==> src/rtl/ws2812b_rx.sv <==
// WS2812B single-wire receiver: decodes NRZ high-time bits into 24-bit GRB words.
// Optional macro WS2812B_RX_FWD_EN: present only the first word per frame and forward the rest on dout.
module ws2812b_rx #(
  parameter int T_THRESH   = 38,
  parameter int T_MIN_HIGH = 8,
  parameter int T_HIGH_MAX = 96,
  parameter int T_LATCH    = 3200
) (
  input  logic        clk,
  input  logic        rst_n,
  input  logic        din,
  output logic [23:0] pixel,
  output logic        pixel_valid,
  input  logic        pixel_ready,
  output logic        latch,
  output logic [7:0]  pix_count,
  output logic        overrun,
  output logic        err,
  input  logic        clr_status,
  output logic        dout
);
  localparam int CW = $clog2(T_LATCH + 1);

  typedef enum logic [1:0] {ST_LOW, ST_HIGH, ST_ERROR} state_t;

  state_t          state;
  logic            ds_meta, ds, ds_q;
  logic [CW-1:0]   cnt;
  logic [4:0]      bit_cnt;
  logic [22:0]     sh;
  logic            rise, fall, bit_val, latch_det, present;
  logic [CW-1:0]   w;

  assign rise      = ds & ~ds_q;
  assign fall      = ~ds & ds_q;
  assign w         = cnt + CW'(1);
  assign bit_val   = (w >= CW'(T_THRESH));
  assign latch_det = (state == ST_LOW) && (cnt == CW'(T_LATCH - 1));

`ifdef WS2812B_RX_FWD_EN
  logic fwd;
  assign present = ~fwd;
`else
  assign present = 1'b1;
  assign dout    = 1'b0;
`endif

  always_ff @(posedge clk or negedge rst_n) begin
    if (!rst_n) begin
      ds_meta     <= 1'b0;
      ds          <= 1'b0;
      ds_q        <= 1'b0;
      state       <= ST_LOW;
      cnt         <= '0;
      bit_cnt     <= '0;
      sh          <= '0;
      pixel       <= '0;
      pixel_valid <= 1'b0;
      latch       <= 1'b0;
      pix_count   <= '0;
      overrun     <= 1'b0;
      err         <= 1'b0;
`ifdef WS2812B_RX_FWD_EN
      fwd         <= 1'b0;
      dout        <= 1'b0;
`endif
    end else begin
      ds_meta <= din;
      ds      <= ds_meta;
      ds_q    <= ds;
      latch   <= 1'b0;

      if (rise || fall)
        cnt <= '0;
      else if (cnt != CW'(T_LATCH))
        cnt <= cnt + CW'(1);

      // clear first so a same-cycle set below wins
      if (clr_status) begin
        overrun <= 1'b0;
        err     <= 1'b0;
      end

      if (pixel_valid && pixel_ready)
        pixel_valid <= 1'b0;

`ifdef WS2812B_RX_FWD_EN
      dout <= (fwd && !latch_det) ? ds : 1'b0;
`endif

      case (state)
        ST_LOW: begin
          if (latch_det) begin
            latch     <= 1'b1;
            if (bit_cnt != 5'd0)
              err <= 1'b1;
            bit_cnt   <= '0;
            pix_count <= '0;
`ifdef WS2812B_RX_FWD_EN
            fwd       <= 1'b0;
`endif
          end
          if (rise)
            state <= ST_HIGH;
        end
        ST_HIGH: begin
          if (cnt == CW'(T_HIGH_MAX)) begin
            // stuck high: a falling edge in this same cycle must not be lost
            err     <= 1'b1;
            bit_cnt <= '0;
            state   <= fall ? ST_LOW : ST_ERROR;
          end else if (fall) begin
            state <= ST_LOW;
            if (w < CW'(T_MIN_HIGH)) begin
              err <= 1'b1;
            end else begin
              sh <= {sh[21:0], bit_val};
              if (bit_cnt == 5'd23) begin
                bit_cnt <= '0;
                if (pix_count != 8'hFF)
                  pix_count <= pix_count + 8'd1;
                if (present) begin
                  if (!pixel_valid || pixel_ready) begin
                    pixel       <= {sh, bit_val};
                    pixel_valid <= 1'b1;
                  end else begin
                    overrun <= 1'b1;
                  end
                end
`ifdef WS2812B_RX_FWD_EN
                fwd <= 1'b1;
`endif
              end else begin
                bit_cnt <= bit_cnt + 5'd1;
              end
            end
          end
        end
        ST_ERROR: begin
          bit_cnt <= '0;
          if (fall)
            state <= ST_LOW;
        end
        default: state <= ST_LOW;
      endcase
    end
  end
endmodule
==> config.mk <==
export PLATFORM = sky130hd
export DESIGN_NAME = ws2812b_rx
export DESIGN_NICKNAME = d
export VERILOG_FILES = /design/src/rtl/ws2812b_rx.sv
export SDC_FILE = /design/constraint.sdc
export NUM_CORES = 1
export LEC_CHECK = 0
export BUFFER_PORTS_ARGS = -buffer_cell sky130_fd_sc_hd__buf_2
export CAP_MARGIN = 20
export CORE_MARGIN = 4
export CORE_UTILIZATION = 45
export DETAILED_ROUTE_END_ITERATION = 10
export GPL_TIMING_DRIVEN = 0
export PLACE_DENSITY = 0.65
export SYNTH_ARGS = -nofsm -noshare
export SYNTH_HDL_FRONTEND = slang
export SYNTH_SLANG_ARGS = --single-unit
==> constraint.sdc <==
create_clock -name clk -period 2.47 [get_ports clk]
set_input_delay 0.494 -clock clk [delete_from_list [all_inputs] [get_ports clk]]
set_output_delay 0.494 -clock clk [all_outputs]
set_load 0.02 [all_outputs]
== After elaboration in Yosys (flattened, before gate mapping) ==
Index checks and enable logic that the tools add are counted.
Operators by class
  add/sub/neg operators: 3
  multipliers: 0
  divide/modulo/power cells: 0
  $lt $le $gt $ge: 2
  eq/ne operators: 16
  shifts and indexed selects: 0
  mux-type cells: 43
  bitwise operators: 6
  reduce and logical (&&, ||, !) cells: 14
Operator list (number)
  8-bit two-way mux: 6
  5-bit two-way mux: 5
  12-bit two-way mux: 2
  1-bit two-way mux: 22
  8-bit case mux with 2 select lines: 1
  5-bit case mux with 3 select lines: 1
  2-bit != test (second input constant): 7
  12-bit by 1-bit adder with 12-bit output (second input constant): 1
  12-bit equality test (second input constant): 1
  12-bit by 7-bit equality test with 1-bit output (second input constant): 1
  12-bit by 6-bit >= comparator with 1-bit output (second input constant): 1
  12-bit by 4-bit < comparator with 1-bit output (second input constant): 1
  12-bit != test (second input constant): 1
  8-bit by 1-bit adder with 8-bit output (second input constant): 1
  2-bit two-way mux: 4
  8-bit != test (second input constant): 1
  4-bit AND reduction: 2
  7-bit AND reduction: 1
  3-bit != test (second input constant): 2
  2-bit case mux with 3 select lines: 1
  6-bit AND reduction: 1
  5-bit by 1-bit adder with 5-bit output (second input constant): 1
  5-bit equality test (second input constant): 1
  5-bit nonzero test: 1
  other kinds (11): 18
Word-level totals
  bits in registers: 81
  bits in latches: 0
  memory bits (writable): 0
  memory bits (read-only): 0
  input bits: 5
  output and inout port bits: 37
  word-level logic and storage cells: 97
  memories kept: 0

== Logic depth before layout (Yosys ltp) ==
Gate-level depths: netlist (run 1).
  depth after elaboration: 8
  mapped depth: 10
  mapped depth without buffers: 8

== Worst setup path before layout (run 1) ==
No wires, ideal clock.
  path kind: register -> register
  from: reg cnt[0]
  to: reg pixel[10]
  setup time: 0.125 ns
  arrival time: 2.574 ns
  data required time: 2.345 ns
  slack: -0.229 ns
  cell stages (with the launch flop): 9
  buffers on the path: 1
  clock period less this slack: 2.699 ns
  cells stage by stage: dfrtp_1 -> ha_1 -> nand4_1 -> or4_1 -> a31o_2 -> o31a_4 -> nand4b_4 -> buf_8 -> mux2_2
Between the ends
  cells in the longest elaborated chain, start to end: 4
  elaborated cells between the ends (all ways): 6
  classes of those cells: add/sub: 1; order compare: 1; eq/ne: 1; bitwise: 2; reduce/logical: 1
RTL lines
  start, declared: line 28  | logic [CW-1:0] cnt;
  start signal, assigned: line 76  | cnt <= cnt + CW'(1);
  12-bit by 1-bit adder with 12-bit output: line 36  | assign w = cnt + CW'(1);
  12-bit by 4-bit < comparator with 1-bit output: line 114  | if (w < CW'(T_MIN_HIGH)) begin
  1-bit NOT (no line)
  6-bit AND reduction (no line) (*)
  end signal, assigned: line 124  | pixel <= {sh, bit_val};
  end, declared: line 12  | output logic [23:0] pixel,
Mark *: on every way between the ends. The rest lies on a longest branch, timed or not.
A chain may end at the register's enable or synchronous reset.

== Final worst setup path (run 1) ==
  from: reg cnt[6]
  to: reg pixel[11]
The elaborated chain is that of the path after synthesis.

==> results.md, run 1 <==
- Status: complete, but fails checks
- Failing checks: negative setup slack
- Worst EP required: 2.72 ns
- Netlist cell types: 55
- Final worst slack: -0.1451 ns
- Post-Synth XOR/XNOR Area: 2.693%
- Logic pwr share: 8.2%
- Synth Area in Adders: 2.565%
- Total GRT Usage: 16.65%
- Clock Path Buffers: 2
- Worst Hold Class: in -> reg
- Worst-Margin Slew: 0.5052 ns
- Die Wd: 101.1 microns
- Period utilisation layout: 105.9%
- Final instance area: 5101 sq um
- Largest family of logic cells by synthesized area: simple AND/OR/NAND/NOR gates
- Power density over the cells: 485.4 nW/um^2
- Number of synthesized flops with an enable pin: 0
- Rel. slew slack: 66.01%
- Detailed Place HPWL: 5071 microns
- CTS tree: yes
- Area leader, netlist: dfrtp_1
- Fillers: 651
- Inserted Clock Buffers: 9
- Synth top area share: 51.94%
- Synth Area in Compound Gates: 7.919%
- Setup CP Type: reg -> reg
- Clock Power Share: 36.9%
- Clk slew on worst S/H paths: 0.09 ns
- Overall routed net length: 8158 microns
- # DRC: 0
- Crit. End Element: flip-flop
- Die height: 101.1 microns
- Worst vdd rail ir drop: 0.2978 mV
- Starting density of the core: 46.79%
- Most frequent cell after synthesis: dfrtp_1
- # IOs: 42
- Sequential Power Share: 55.0%
- Antenna violations before repair: 0
- Total grt overflow: 0
- NetSw: 0.0006503 W
- Yosys reg bits: 81
- Core Area: 8341 sq um
- Vias in the first global route: 2830
- Synthesized Nets: 347
- GPL Wtd Cong: 0.8324
- CP Max Fanout: 7
- Vias: 2811
- Nets: 427
- CP Launch Type: flip-flop
- Placed Area: 4297 sq um
- Largest net degree at the start of global routing: 68
- Sink Count: 81
- Ranking of synthesized cells by area: dfrtp_1, mux2_2, ha_1
- DR WL/cell: 15.57 microns
- Layout Cells excl Fill: 524
- # setup viols final: 51
- Routed Antenna Nets: 0
- P&R area growth vs syn: 30.71%
- Cell total after placement: 480
- Post-synthesis mux area share: 14.59%
- Syn Area/Cell: 11.68 sq um
- Fmax: 382.4 MHz
- Synth top cells by count: dfrtp_1, mux2_2, nand3_1
- # diodes: 0
- Slew Limit Fails: 0
- Vias per inst: 5.365
- Fin. Hold Viols: 0
- Yosys warning total: 0
- CTS root buf: clkbuf_8
- Hold_ws: 0.2468 ns
- Share of layout cells above drive strength 1: 41.29%
- Core Rows: 33
- Port bufs: 40
- Post-synthesis instance area: 3902 sq um
- Sequential element share of the synthesized area: 51.94%
- Setup TNS: -5.669 ns
- H-tree depth: 3
- Post-synth ARST share: 100.0%
- Clock skew: 0.01459 ns
- Switching Share: 26.27%
- Most used DFF post-synth: dfrtp_1
- Shortest period the worst path allows: 2.615 ns
- Simple-gate share of the synthesized area: 15.55%
- Die Area: 10230 sq um
- MaxCap Viol Count: 0
- First-pass GRT wire length: 13570 microns
- DRT Pass-1 Iters: 4
- Cells after synthesis: 334
- Leak pwr: 2.593 nW
- P_int: 0.001826 W
- Iteration-0 DRC Markers: 108
- RSZ-0062 raised after global routing: yes
- Critical Path AT: 2.87 ns
- Clk_lat worst skew: 0.36 ns
cell type report:
type / count / area [sq um] / area share (%)
repair buffers: 69 / 548.0 / 10.74
clock buffers: 10 / 137.6 / 2.698
plain buffers: 19 / 161.4 / 3.164
flip-flops and latches: 81 / 2031 / 39.81
well taps: 105 / 131.4 / 2.575
inverters: 13 / 48.80 / 0.9566
multi-input cells: 221 / 1993 / 39.07
clock inverters: 6 / 50.05 / 0.9811
sequential cells by signal, summed over array words and instances, names as in the netlist:
register,cells
pixel,24
pix_count,8
err,1
pixel_valid,1
ds_q,1
cnt,12
latch,1
bit_cnt,5
sh,23
ds_meta,1
overrun,1
state,2
ds,1
critical path, cell delays in order, from the launching register on:
cell	delay, ns
dfrtp_2	0.46
or3b_1	0.35
or4_4	0.43
a31o_4	0.24
o31a_4	0.32
nand4b_4	0.13
buf_12	0.14
clkbuf_16	0.14
mux2_4	0.29
metrics by stage:
stage | utilization, % | power [W] | setup slack [ns]
after floorplan | - | 0.001486 | -0.1234
after global placement | 51.16 | 0.001546 | -0.3682
after detailed placement | 51.52 | 0.001554 | -0.3857
after CTS | 59.35 | 0.002499 | -0.1632
after global routing | 61.16 | 0.002588 | -0.2158
final | 61.16 | 0.002476 | -0.1451
what timing repair did:
action | CTS | global route
endpoints found under the hold margin | 14 | 0
buffers inserted | 19 | 7
pin swaps | 0 | 3
gates resized for setup | 55 | 28
setup endpoints to repair | 61 | 61
hold buffers | 1 | 0
cloned | 2 | 1
placed cells by master, fill, tap and decap left out, types with 3 or more instances in the layout:
master / n
dfrtp_1: 78
mux2_4: 47
buf_2: 41
buf_4: 20
nor2_1: 19
nand3_1: 18
nand2_1: 16
inv_1: 12
clkbuf_8: 10
xnor2_1: 9
buf_6: 8
a21oi_1: 8
ha_1: 7
o21ai_0: 6
a31oi_1: 6
clkbuf_1: 5
nor4_1: 5
buf_12: 5
or4_1: 5
nand4_1: 4
nor3_1: 4
and3_1: 4
nor2b_1: 3
and2_1: 3
o22ai_1: 3
buf_8: 3
xor2_1: 3
mux2i_1: 3
o31ai_1: 3
dfrtp_2: 3
final timing paths:
path,start,slack [ns],cells after the start,endpoint
min,din,0.25,1,ds_meta
max,cnt[6],-0.15,8,pixel[11]
max in group asynchronous,rst_n,1.34,3,cnt[0]
min reg2reg,ds_meta,0.36,0,ds
max reg2reg,cnt[6],-0.15,8,pixel[11]
min in group asynchronous,rst_n,0.53,2,pix_count[4]
cells by family after synthesis:
logic type / Yosys count
and+or+nand+nor: 105
AOI/OAI and AO/OA: 44
other: 1
xor gates and xnor gates: 12
muxes: 51
adders and majority gates: 8
buffers and inverters: 32
DFF: 81
power by group through the flow:
stage | clock network (W) | logic (W) | registers (W)
after floorplan | 0 | 0.0000965 | 0.00139
after global placement | 0 | 0.000156 | 0.00139
after detailed placement | 0 | 0.000164 | 0.00139
after CTS | 0.000941 | 0.000198 | 0.00136
after global routing | 0.000998 | 0.000228 | 0.00136
final | 0.000913 | 0.000202 | 0.00136
metal layers:
layer | share of wire, % | global-route usage (%) | vias up
li1 | - | - | 1365
met1 | 48 | 23.11 | 1376
met5 | 0 | 0 | -
met4 | 2.5 | 8.487 | 0
met2 | 45 | 24.90 | 55
met3 | 4.3 | 3.183 | 15
No activity file was read; power rests on OpenSTA's default activity.
==> run 2, diff against run 1 <==
BUFFER_PORTS_ARGS = default   (was -buffer_cell sky130_fd_sc_hd__buf_2)
DONT_BUFFER_PORTS = 1   (was default)
PLACE_DENSITY = 0.61   (was 0.65)
==> run 2 against run 1 <==
Net effect:
- sequential cell count unchanged
- critical endpoint is now pixel[21]
- combinational power decreased by 5%
- largest power group unchanged
- sequential share of layout area increased by 1.5 points
- the flow still finishes with violations (negative setup slack)
- via count decreased by 3.5%
- clock power increased by 8.1%
- largest cell class unchanged
==> results.md, run 2 (synthesis results as in run 1) <==
- Multi-input logic area: 2028 sq um (was 1993 sq um)
- R2R Path End: pixel[21] (was pixel[11])
- Clk slew on worst S/H paths: 0.08 ns (was 0.09 ns)
- Fmax: 366.3 MHz (was 382.4 MHz)
- Starting density of the core: 46.79% (unchanged)
- CTS tree: yes (unchanged)
- Period utilisation layout: 110.5% (was 105.9%)
- Largest regs: pixel: 24 flops, sh: 23 flops, cnt: 12 flops (unchanged)
- Worst-Margin Slew: 0.5138 ns (was 0.5052 ns)
- Most common cell after layout, fill and taps aside: dfrtp_1 (unchanged)
- Vias per inst: 5.629 (was 5.365)
- Register-to-Register Path Depth: 7 (was 8)
- Total GRT Usage: 16.53% (was 16.65%)
- Detailed Place HPWL: 4888 microns (was 5071 microns)
- Die Area: 10230 sq um (unchanged)
- RSZ-0062 raised after global routing: yes (unchanged)
- Final worst slack: -0.2602 ns (was -0.1451 ns)
- Worst Hold Class: in -> async (was in -> reg)
- Clock skew: 0.006868 ns (was 0.01459 ns)
- Core Area: 8341 sq um (unchanged)
- Worst vdd rail ir drop: 0.3343 mV (was 0.2978 mV)
- Leak pwr: 2.382 nW (was 2.593 nW)
- CTS root buf: clkbuf_8 (unchanged)
- Setup CP Type: reg -> reg (unchanged)
- MaxCap Viol Count: 0 (unchanged)
- Die Wd: 101.1 microns (unchanged)
- Iteration-0 DRC Markers: 100 (was 108)
- First-pass GRT wire length: 13410 microns (was 13570 microns)
- # DRC: 0 (unchanged)
- Worst EP required: 2.70 ns (was 2.72 ns)
- Overall routed net length: 8484 microns (was 8158 microns)
- Largest net degree at the start of global routing: 82 (was 68)
- P&R area growth vs syn: 26.00% (was 30.71%)
- Fillers: 676 (was 651)
- DRT Pass-1 Iters: 5 (was 4)
- Routed Antenna Nets: 0 (unchanged)
- CP peak stage delay: 0.46 ns (about the same)
- Max reg flops: 24 (unchanged)
- Register area: 2031 sq um (unchanged)
- Worst R2R Setup Slack: -0.26 ns (was -0.15 ns)
- Setup TNS: -12.12 ns (was -5.669 ns)
- Antenna violations before repair: 0 (unchanged)
- Hold_ws: 0.02199 ns (was 0.2468 ns)
- # setup viols final: 58 (was 51)
- Share of layout cells above drive strength 1: 36.07% (was 41.29%)
- Clk_lat worst skew: 0.35 ns (was 0.36 ns)
- Power density over the cells: 516.9 nW/um^2 (was 485.4 nW/um^2)
- Total grt overflow: 0 (unchanged)
- Worst R2R Start: cnt[6] (unchanged)
- Vias: 2713 (was 2811)
- Nets: 386 (was 427)
- Core Rows: 33 (unchanged)
- Slowest-stage cell, CP: dfrtp_2 (unchanged)
- Clock Path Buffers: 2 (unchanged)
- Sink Count: 81 (unchanged)
- CP Max Fanout: 6 (was 7)
- CP Launch Type: flip-flop (unchanged)
- Inserted Clock Buffers: 9 (unchanged)
- Fin. Hold Viols: 0 (unchanged)
- Total power: 0.002542 W (was 0.002476 W)
- GPL Wtd Cong: 0.8190 (was 0.8324)
- Failing checks: negative setup slack (unchanged)
- Slew Limit Fails: 0 (unchanged)
- # diodes: 0 (unchanged)
- Die height: 101.1 microns (unchanged)
- Status: complete, but fails checks (unchanged)
- Shortest period the worst path allows: 2.730 ns (was 2.615 ns)
- Core Util, Final: 58.96% (was 61.16%)
- Commonest non-fill, non-tap cells in the layout: dfrtp_1, mux2_4, buf_4, nor2_1, nand3_1 (was dfrtp_1, mux2_4, buf_2, buf_4, nor2_1)
- Vias in the first global route: 2630 (was 2830)
- Critical path, cell by cell: or3b_1 > or4_4 > a31o_4 > o31a_4 > nand4b_4 > buf_4 > mux2_2 (was or3b_1 > or4_4 > a31o_4 > o31a_4 > nand4b_4 > buf_12 > clkbuf_16 > mux2_4)
- Critical Path AT: 2.96 ns (was 2.87 ns)
- H-tree depth: 3 (unchanged)
- Crit. End Element: flip-flop (unchanged)
- DR WL/cell: 17.60 microns (was 15.57 microns)
- # IOs: 42 (unchanged)
- Rel. slew slack: 65.43% (was 66.01%)
- Biggest register: pixel (unchanged)
- Port bufs: 0 (was 40)
==> run 2: cell count changes in the layout (fill, tap and decap cells not counted), sizes merged <==
cell         delta
buf            -39
dlygate4sd3     -1
clkinvlp        -2
bufinv          +1
inv             -1
==> run 2: worst max-delay path, delay by kind of cell (launching register included) <==
family                 cells  cell delay [ns]
AOI/OAI and AO/OA          2             0.62
DFF                        1             0.46
muxes                      1             0.32
and+or+nand+nor            3             1.04
buffers and inverters      1             0.17
==> run 2: worst max path at each step <==
stage	start	endpoint	slack [ns]	depth (start not counted)
6_report	cnt[6]	pixel[21]	-0.26	7
3_3_place_gp	cnt[1]	pixel[12]	-0.37	8
2_1_floorplan	cnt[1]	pixel[10]	-0.12	8
4_1_cts	cnt[0]	pixel[10]	-0.22	9
5_1_grt	cnt[6]	pixel[21]	-0.29	7
3_5_place_dp	cnt[1]	pixel[10]	-0.39	8
==> run 2: routing by layer <==
metal	routed length, microns	share of wire, %	track usage (%)
met1	4063	48	23.07
met2	3924	46	25.40
met4	117	1.4	5.112
met3	379	4.5	4.221
met5	0	0	0
==> run 2: through the flow <==
step | instance area, sq um | std cells | worst slack, ns
after detailed placement | 4066 | 439 | -0.3858
after CTS | 4737 | 473 | -0.2197
after global placement | 4066 | 439 | -0.3718
final | 4917 | 482 | -0.2602
after floorplan | 3935 | 334 | -0.1234
after global routing | 4917 | 482 | -0.2937
==> run 2: final cells by class <==
cell class,instances,area share [%]
flip-flops and latches,81,41.30
multi-input cells,221,41.25
repair buffers,30,6.972
clock buffers,11,2.875
plain buffers,17,2.875
well taps,105,2.672
clock inverters,4,1.069
inverters,13,0.9924
==> run 2: what timing repair did <==
| action | in CTS | in global routing |
|---|---|---|
| gates resized for setup | 56 | 30 |
| hold buffers | 1 | 0 |
| endpoints found under the hold margin | 81 | 0 |
| pin swaps | 2 | 11 |
| setup buffers | 16 | 11 |
| cloned | 2 | 2 |
| setup endpoints to repair | 61 | 63 |
==> run 2: report_power, final <==
| part | switching [W] | leakage, nW | internal [W] |
|---|---|---|---|
| clock network | 0.000492 | 0.0998 | 0.000494 |
| logic | 0.000118 | 1.17 | 0.0000725 |
| registers | 0.0000222 | 1.11 | 0.00134 |
==> run 3, diff against run 2 <==
PLACE_DENSITY = default   (was 0.61)
==> run 3 against run 2 <==
Net effect:
- the run still ends with negative setup slack left
- first-iteration DRC count shrank 29%
- via count is the same
- clock-buffer cell count shrank 1
- combinational power is essentially flat
- sequential cell count is the same
- power shrank 2.3%
- global-route usage shrank 0.24 points
- worst setup slack gained 0.13 ns
- sequential power is essentially flat
- die area is the same
- maximum frequency grew 5.1%
- sequential share of layout area grew 0.19 points
- largest cell class unchanged
==> results.md, run 3 (synthesis results as in run 1) <==
- Status: complete, but fails checks (unchanged)
- Failing checks: negative setup slack (unchanged)
- Fillers: 681 (was 676)
- CP Launch Point: cnt[0] (was cnt[6])
- Slew Limit Fails: 0 (unchanged)
- Slowest-stage cell, CP: dfrtp_2 (unchanged)
- DRT Pass-1 Iters: 4 (was 5)
- Rel. slew slack: 64.74% (was 65.43%)
- CP peak stage delay: 0.43 ns (was 0.46 ns)
- MaxCap Viol Count: 0 (unchanged)
- Critical Path AT: 2.84 ns (was 2.96 ns)
- # diodes: 0 (unchanged)
- Setup TNS: -4.677 ns (was -12.12 ns)
- Final worst slack: -0.1288 ns (was -0.2602 ns)
- Worst vdd rail ir drop: 0.3241 mV (was 0.3343 mV)
- Port bufs: 0 (unchanged)
- Crit. End Element: flip-flop (unchanged)
- DR WL/cell: 16.40 microns (was 17.60 microns)
- Vias in the first global route: 2615 (was 2630)
- GPL Wtd Cong: 0.8481 (was 0.8190)
- Worst Hold Class: in -> async (unchanged)
- Detailed Place HPWL: 4875 microns (was 4888 microns)
- First-pass GRT wire length: 13300 microns (was 13410 microns)
- Clock Path Buffers: 2 (unchanged)
- Core Rows: 33 (unchanged)
- Largest regs: pixel: 24 flops, sh: 23 flops, cnt: 12 flops (unchanged)
- Worst-Margin Slew: 0.5241 ns (was 0.5138 ns)
- Placed Area: 4066 sq um (unchanged)
- Largest net degree at the start of global routing: 82 (unchanged)
- Core Area: 8341 sq um (unchanged)
- Nets: 389 (was 386)
- Die Area: 10230 sq um (unchanged)
- Routed Antenna Nets: 0 (unchanged)
- Leak pwr: 2.347 nW (was 2.382 nW)
- Setup CP Type: reg -> reg (unchanged)
- Inserted Clock Buffers: 9 (unchanged)
- Most common cell after layout, fill and taps aside: dfrtp_1 (unchanged)
- Sink Count: 81 (unchanged)
- Period utilisation layout: 105.2% (was 110.5%)
- Total grt overflow: 0 (unchanged)
- P&R area growth vs syn: 25.42% (was 26.00%)
- # setup viols final: 55 (was 58)
- Worst EP required: 2.71 ns (was 2.70 ns)
- Shortest period the worst path allows: 2.599 ns (was 2.730 ns)
- Worst R2R Setup Slack: -0.13 ns (was -0.26 ns)
- DP Worst Slack: -0.4102 ns (was -0.3858 ns)
- Die Wd: 101.1 microns (unchanged)
- CTS tree: yes (unchanged)
- Clk slew on worst S/H paths: 0.10 ns (was 0.08 ns)
- Share of layout cells above drive strength 1: 37.01% (was 36.07%)
- Clock skew: 0.01174 ns (was 0.006868 ns)
- Max reg flops: 24 (unchanged)
- Die height: 101.1 microns (unchanged)
- CP Max Fanout: 10 (was 6)
- Vias: 2713 (unchanged)
- Fmax: 384.8 MHz (was 366.3 MHz)
- Antenna violations before repair: 0 (unchanged)
- # DRC: 0 (unchanged)
- Commonest non-fill, non-tap cells in the layout: dfrtp_1, mux2_4, buf_4, nor2_1, nand3_1 (unchanged)
- Critical path, cell by cell: ha_4 > nand4_1 > buf_4 > nor4b_2 > a211oi_4 > o31a_4 > nand4b_4 > buf_8 > mux2_2 (was or3b_1 > or4_4 > a31o_4 > o31a_4 > nand4b_4 > buf_4 > mux2_2)
- Final instance area: 4895 sq um (was 4917 sq um)
- Starting density of the core: 46.79% (unchanged)
- H-tree depth: 3 (unchanged)
- Overall routed net length: 7971 microns (was 8484 microns)
- RSZ-0062 raised after global routing: yes (unchanged)
- Power density over the cells: 507.4 nW/um^2 (was 516.9 nW/um^2)
- Worst R2R Start: cnt[0] (was cnt[6])
- Clk_lat worst skew: 0.36 ns (was 0.35 ns)
- CP Buf/Inv Count: 2 (was 1)
- Biggest register: pixel (unchanged)
- Iteration-0 DRC Markers: 71 (was 100)
- CP Launch Type: flip-flop (unchanged)
- Vias per inst: 5.582 (was 5.629)
- Total GRT Usage: 16.29% (was 16.53%)
- CP delay by family, top: simple AND/OR/NAND/NOR gates (unchanged)
- Fin. Hold Viols: 0 (unchanged)
- CTS root buf: clkbuf_8 (unchanged)
- # IOs: 42 (unchanged)
==> run 3: cell count changes in the layout (fill, tap and decap cells not counted), sizes merged <==
| cell | delta |
|---|---|
| clkinv | -2 |
| inv | +1 |
| buf | +3 |
| clkinvlp | +4 |
| clkbuf | -1 |
| bufinv | -1 |
==> run 3: metal layers <==
metal  part of all wire, %  track usage [%]  up-vias
met4                   1.4            6.237        0
met1                    48            23.36     1362
met5                     0                0        -
met3                   4.5            3.806        9
li1                      -                -     1287
met2                    46            23.99       55
==> run 3: timing repair <==
item | in CTS | in global routing
pin swaps | 1 | 12
hold buffers | 1 | 0
gates cloned | 1 | 0
endpoints found under the hold margin | 81 | 0
resized for setup | 41 | 37
setup endpoints to repair | 61 | 61
buffers inserted | 18 | 11
==> run 3: power breakdown <==
part           internal, W  switching, W
combinational    0.0000749      0.000115
clock             0.000403      0.000525
sequential         0.00134     0.0000228
total              0.00182      0.000663
==> run 3: cell type report <==
class                           instances  area (sq um)  area share [%]
Timing Repair Buffer                   31         332.8           6.800
Buffer                                 19         166.4           3.400
Multi-Input combinational cell        221          1997           40.80
Sequential cell                        81          2031           41.49
Inverter                               13         48.80          0.9969
Clock inverter                          6         50.05           1.022
Clock buffer                           10         137.6           2.812
Tap cell                              105         131.4           2.684
==> run 3: worst paths after layout <==
check / endpoint / depth (start not counted)
setup / recovery: pixel[2] / 9
hold / removal: pix_count[2] / 1
setup reg to reg: pixel[2] / 9
hold reg to reg: ds / 0
max in group asynchronous: cnt[0] / 1
min in group clk: ds_meta / 0
==> run 3: worst register-to-register path, stage by stage, from the launching register on <==
cell	delay [ns]
dfrtp_2	0.43
ha_4	0.16
nand4_1	0.13
buf_4	0.19
nor4b_2	0.40
a211oi_4	0.12
o31a_4	0.41
nand4b_4	0.16
buf_8	0.16
mux2_2	0.33
==> run 3: per-stage QoR <==
stage / hold slack, ns / power, W / utilization, % / std cells
2_1_floorplan: 0.1984 / 0.001486 / - / 334
6_report: 0.01796 / 0.002484 / 58.69 / 486
3_5_place_dp: 0.2005 / 0.001517 / 48.75 / 439
3_3_place_gp: 0.2006 / 0.001513 / 48.75 / 439
5_1_grt: 0.04629 / 0.002592 / 58.69 / 486
4_1_cts: 0.04552 / 0.002490 / 55.70 / 475
